$ cat src/rtl/cpu_types_pkg.sv
// Shared CPU types: register-field type, sequencer state encoding and the
// per-cycle latch control bundle driven by the pipeline sequencer.
package cpu_types_pkg;

  typedef logic [4:0] regbits_t;

  typedef enum logic [1:0] {RUN, DWAIT, DRAIN, HALTED} seq_state_t;

  typedef struct packed {
    logic pc_en;
    logic ifid_en;
    logic ifid_flush;
    logic idex_en;
    logic idex_flush;
    logic exmem_en;
    logic memwb_en;
    logic memwb_flush;
  } latch_ctl_t;

  // Canned control patterns, one per priority outcome.
  localparam latch_ctl_t CTL_RUN      = '{1'b1, 1'b1, 1'b0, 1'b1, 1'b0, 1'b1, 1'b1, 1'b0};
  localparam latch_ctl_t CTL_OFF      = '{1'b0, 1'b0, 1'b0, 1'b0, 1'b0, 1'b0, 1'b0, 1'b0};
  localparam latch_ctl_t CTL_BUSY     = '{1'b0, 1'b0, 1'b0, 1'b0, 1'b0, 1'b0, 1'b1, 1'b1};
  localparam latch_ctl_t CTL_REDIRECT = '{1'b1, 1'b1, 1'b1, 1'b1, 1'b1, 1'b1, 1'b1, 1'b0};
  localparam latch_ctl_t CTL_LOAD_USE = '{1'b0, 1'b0, 1'b0, 1'b1, 1'b1, 1'b1, 1'b1, 1'b0};
  // Fetch held, NOP pushed into IF/ID, everything downstream advances.
  localparam latch_ctl_t CTL_BUBBLE   = '{1'b0, 1'b1, 1'b1, 1'b1, 1'b0, 1'b1, 1'b1, 1'b0};

endpackage

$ cat src/rtl/sat_counter.sv
// Saturating up-counter with async reset and synchronous clear.
module sat_counter #(
  parameter int W = 16
) (
  input  logic         clk,
  input  logic         rst,
  input  logic         inc,
  input  logic         clear,
  output logic [W-1:0] count
);

  always_ff @(posedge clk or posedge rst) begin
    if (rst)
      count <= '0;
    else if (clear)
      count <= '0;
    else if (inc && (count != {W{1'b1}}))
      count <= count + 1'b1;
  end

endmodule

$ cat src/rtl/pipeline_sequencer.sv
// Stall/flush controller for the 5-stage pipeline: latch enables and flushes
// from cache hits, load-use, EX redirects and the halt-drain state machine.
module pipeline_sequencer
  import cpu_types_pkg::*;
#(
  parameter int CNT_W = 16
) (
  input  logic             CLK,
  input  logic             RST,
  input  logic             ihit,
  input  logic             dhit,
  input  logic             mem_dREN,
  input  logic             mem_dWEN,
  input  logic             ex_dREN,
  input  logic [4:0]       ex_wsel,
  input  logic [4:0]       id_rs,
  input  logic [4:0]       id_rt,
  input  logic             id_uses_rt,
  input  logic             ex_redirect,
  input  logic             id_halt,
  input  logic             wb_halt,
  output logic             pc_en,
  output logic             ifid_en,
  output logic             ifid_flush,
  output logic             idex_en,
  output logic             idex_flush,
  output logic             exmem_en,
  output logic             memwb_en,
  output logic             memwb_flush,
  output logic             halt,
  output logic [CNT_W-1:0] stall_cnt,
  output logic [CNT_W-1:0] flush_cnt
);

  seq_state_t state, state_n, mode;
  logic       drain_saved, drain_saved_n;
  latch_ctl_t ctl;
  logic       dmem_busy, load_use;
  logic       stall_inc, flush_inc;
  regbits_t   ex_dst;

  assign ex_dst    = ex_wsel;
  assign dmem_busy = (mem_dREN | mem_dWEN) & ~dhit;
  assign load_use  = ex_dREN & (ex_dst != '0) &
                     ((ex_dst == id_rs) | (id_uses_rt & (ex_dst == id_rt)));

  always_ff @(posedge CLK or posedge RST) begin
    if (RST) begin
      state       <= RUN;
      drain_saved <= 1'b0;
    end else begin
      state       <= state_n;
      drain_saved <= drain_saved_n;
    end
  end

  always_comb begin
    ctl           = CTL_RUN;
    state_n       = state;
    drain_saved_n = drain_saved;
    flush_inc     = 1'b0;
    // While waiting on dmem, behave as the state we left once the wait ends.
    mode          = (state == DWAIT) ? (drain_saved ? DRAIN : RUN) : state;

    if (state == HALTED) begin
      ctl = CTL_OFF;
    end else if (dmem_busy) begin
      ctl     = CTL_BUSY;
      state_n = DWAIT;
      if (state != DWAIT)
        drain_saved_n = (state == DRAIN);
    end else if (ex_redirect) begin
      // A HALT being drained sits on the wrong path, so abandon the drain.
      ctl       = CTL_REDIRECT;
      state_n   = RUN;
      flush_inc = 1'b1;
    end else if (load_use) begin
      ctl     = CTL_LOAD_USE;
      state_n = mode;
    end else if (mode == DRAIN) begin
      ctl     = CTL_BUBBLE;
      state_n = DRAIN;
    end else begin
      if (!ihit)
        ctl = CTL_BUBBLE;
      state_n = id_halt ? DRAIN : RUN;
    end

    if ((state != HALTED) && wb_halt)
      state_n = HALTED;

    stall_inc = (state != HALTED) && !ctl.pc_en;
  end

  assign pc_en       = ctl.pc_en;
  assign ifid_en     = ctl.ifid_en;
  assign ifid_flush  = ctl.ifid_flush;
  assign idex_en     = ctl.idex_en;
  assign idex_flush  = ctl.idex_flush;
  assign exmem_en    = ctl.exmem_en;
  assign memwb_en    = ctl.memwb_en;
  assign memwb_flush = ctl.memwb_flush;
  assign halt        = (state == HALTED);

  sat_counter #(.W(CNT_W)) u_stall_cnt (
    .clk   (CLK),
    .rst   (RST),
    .inc   (stall_inc),
    .clear (1'b0),
    .count (stall_cnt)
  );

  sat_counter #(.W(CNT_W)) u_flush_cnt (
    .clk   (CLK),
    .rst   (RST),
    .inc   (flush_inc),
    .clear (1'b0),
    .count (flush_cnt)
  );

endmodule
$ cat config.mk
export PLATFORM = sky130hd
export DESIGN_NAME = pipeline_sequencer
export DESIGN_NICKNAME = d
export VERILOG_FILES = /design/src/rtl/cpu_types_pkg.sv /design/src/rtl/sat_counter.sv /design/src/rtl/pipeline_sequencer.sv
export SDC_FILE = /design/constraint.sdc
export NUM_CORES = 1
export LEC_CHECK = 0
export CAP_MARGIN = 20
export CORE_MARGIN = 1.5
export CORE_UTILIZATION = 35
export DETAILED_ROUTE_END_ITERATION = 10
export PLACE_DENSITY = 0.65
export SKIP_LAST_GASP = 1
export SYNTH_ARGS = -nofsm -noshare
export SYNTH_HDL_FRONTEND = slang
export SYNTH_SLANG_ARGS = --single-unit
$ cat constraint.sdc
create_clock -name CLK -period 3.3 [get_ports CLK]
set_input_delay 0.33 -clock CLK [delete_from_list [all_inputs] [get_ports CLK]]
set_output_delay 0.33 -clock CLK [all_outputs]
set_load 0.01 [all_outputs]
==> impl_metrics.py, run 1 <==
metrics = {
    "cells_and_area": {
        "drive_above_1_share": 0.0640,
        "final_cell_mix": "clkdlybuf4s50_1, dfrtp_1, xnor2_1",
        "fillers": 491,
        "diodes": 0,
        "fin_nets": 277,
        "layout.cells.non_filler": 320,
        "mostFrequentLayoutCell": "clkdlybuf4s50_1",
        "area_growth_pct": 45.8,
    },
    "global_routing": {
        "grt_use_met2": 0.261,
        "grt_pass1_wl_um": 7050,
        "grt_max_degree": 36,
        "grt.met1_usage": 0.176,
        "top_usage_layer": "met2",
        "antenna_found_initial": 0,
        "grt_usage": 0.150,
        "grt_pass1_vias": 1600,
        "gr-total-overflow": 0,
        "grtUsageMet3": 0.0518,
    },
    "worst_setup_path": {
        "cp.arrival_ns": 2.68,
        "worstPathMaxFanout": 5,
        "worstPathRequired_ns": 2.97,
        "worstSetupPathType": "in2out",
        "crit_path_end_kind": "output pin",
        "critPathLaunchType": "primary input",
    },
    "sta": {
        "setup_viol": 0,
        "setup_tns_ns": 0,
        "worst_slew_pin_slew_ns": 0.460,
        "finalCritPeriodShare": 0.913,
        "rsz0062_at_grt": "false",
        "finClkSkew_ns": 0.00481,
        "hold_viol_final": 0,
        "relSlewSlack": 0.692,
        "period_needed_ns": 3.01,
        "fmax_ghz": 0.332,
        "slew_violations": 0,
    },
    "cts": {
        "cts_resized": 0,
        "root_buffer": "clkbuf_8",
        "ctsLongestPathBuffers": 2,
        "postCtsHoldBufs": 0,
        "cts_setup_buffers": 0,
        "cts_inserted_buffers": 5,
        "cts_tree": "yes",
        "clk-insertion-delay-late_ns": 0.29,
        "htreeDepth": 2,
        "clk_pin_slew_ns": 0.08,
        "clock-sinks": 35,
    },
    "drt": {
        "drt_pass1_iterations": 4,
        "wl_um": 4030,
        "drtAntennaViolNets": 0,
        "wl_per_cell_um": 12.6,
        "drc_errors": 0,
        "via_count": 1525,
        "vias_per_cell": 4.77,
        "drt-initial-drc-count": 37,
    },
    "yosys": {
        "synthDistinctLibCells": 34,
        "netlist_area_um2": 1860,
        "synthArstFlopShare": 1.00,
        "synth-seq-area-share": 0.470,
        "yosys_warnings": 0,
        "netlist_instances": 177,
        "synth_enable_flop_cells": 0,
        "synth_fp_nets": 205,
        "ys_ff_latch": 35,
        "synthFlopType": "dfrtp_1",
        "syn_area_per_cell_um2": 10.5,
    },
    "die": {
        "die_width_um": 75.9,
        "rows": 26,
        "fp.dieH_um": 75.9,
        "die_area_um2": 5770,
        "ios": 67,
        "coreArea_um2": 5110,
        "start_util": 0.365,
    },
    "placement": {
        "dp_cells": 312,
        "dp_hpwl_um": 3050,
        "port_buffers": 66,
        "gp_congestion": 0.744,
    },
    "flow_run": {
        "maxCapViolCount": 0,
    },
    "power_and_ir_drop": {
        "leakagePower_uw": 0.00118,
        "p_per_area_nw_per_um2": 369,
        "p_clk_frac": 0.386,
        "seqPwrFrac": 0.470,
        "pwr-share-comb": 0.144,
        "peakVddDrop_uv": 271,
        "p_int_uw": 754,
        "power_switching_share": 0.246,
        "switchingPower_uw": 247,
    },
    "min_path": {
        "hp-class": "in2async",
    },
    "outcome": {
        "status": "completed",
    },
}
metrics by stage:
step,cell area (um^2),util,hold WS (ns),power [uW],worst slack [ns]
final,2720,0.532,0.436,1000,0.287
after global routing,2720,0.532,0.494,1050,0.146
after CTS,2720,0.532,0.450,1020,0.270
after detailed placement,2600,0.510,0.486,625,0.270
after global placement,2600,0.510,0.486,621,0.288
after floorplan,1860,-,0.431,536,1.29
final timing paths:
kind                            cells past startpoint  slack, ns                  start                    end
max in group asynchronous                           3       2.55                    RST   u_flush_cnt.count[9]
worst min register to register                      1       0.49  u_flush_cnt.count[11]  u_flush_cnt.count[11]
min in group CLK                                    1       0.49  u_flush_cnt.count[11]  u_flush_cnt.count[11]
worst max register to register                      6       1.21   u_flush_cnt.count[2]  u_flush_cnt.count[11]
worst max-delay path                                7       0.29             ex_wsel[1]             ifid_flush
worst min-delay path                                3       0.44                    RST   u_stall_cnt.count[1]
power by group through the flow:
stage,clock [uW],combinational (uW),sequential [uW]
after floorplan,0,54.1,482
after global placement,0,144,477
after detailed placement,0,146,478
after CTS,401,147,470
after global routing,416,158,473
final,386,144,470
Yosys cell counts (2+ instances only):
cell	instances	area, um^2
inv_1	5	18.8
and3_1	10	62.6
ha_1	2	25.0
mux2_1	3	33.8
nand3_1	11	55.1
xor2_1	12	105
and4_1	7	61.3
and2_1	2	12.5
a21oi_1	4	20.0
nand4_1	11	68.8
mux2_2	2	22.5
dfrtp_1	35	876
xnor2_1	26	228
nand2b_1	3	18.8
nor2_1	11	41.3
nand2_1	15	56.3
routing by layer:
layer	vias to the layer above	routed length, um	share of wire
li1	778	-	-
met1	704	1820	0.45
met2	38	1930	0.48
met3	5	232	0.058
met4	0	46	0.011
met5	-	0	0
registers in the layout, summed over array words and instances, names as in the netlist:
signal             count
u_flush_cnt.count     16
drain_saved            1
u_stall_cnt.count     16
state                  2
worst max-delay path, cell delays in order:
cell	delay [ns]
clkdlybuf4s50_1	0.46
or4_2	0.68
o21ai_1	0.25
or2_2	0.21
a21oi_1	0.08
nor2_1	0.12
clkdlybuf4s50_1	0.55
layout make-up:
cell class                      count  area [um^2]  share of cell area
Multi-Input combinational cell    134          945               0.348
Inverter                            5         18.8             0.00691
Clock inverter                      3         43.8              0.0161
Timing Repair Buffer               68          676               0.249
Tap cell                           70         87.6              0.0323
Sequential cell                    35          876               0.323
Clock buffer                        5         68.8              0.0253
cells by family (layout without fill, tap and decap cells):
kind of cell	after synthesis	in the layout	share of synthesized area
simple gates	76	76	0.225
buf+inv	8	81	0.0222
flops	35	35	0.470
compound gates	13	13	0.0598
fa+ha+maj	2	2	0.0134
xor+xnor	38	38	0.179
mux	5	5	0.0302
No activity file was read; power rests on OpenSTA's default activity.
==> run 2, diff against run 1 <==
--- a/config.mk
+++ b/config.mk
@@ -5,12 +5,14 @@
 export SDC_FILE = /design/constraint.sdc
 export NUM_CORES = 1
 export LEC_CHECK = 0
+export ABC_CLOCK_PERIOD_IN_PS = 3300
 export CAP_MARGIN = 20
 export CORE_MARGIN = 1.5
 export CORE_UTILIZATION = 35
 export DETAILED_ROUTE_END_ITERATION = 10
 export PLACE_DENSITY = 0.65
 export SKIP_LAST_GASP = 1
+export SLEW_MARGIN = 20
 export SYNTH_ARGS = -nofsm -noshare
 export SYNTH_HDL_FRONTEND = slang
 export SYNTH_SLANG_ARGS = --single-unit
==> results of run 2 <==
Same layout as run 1: the final DEF is identical, and so are final timing and power.
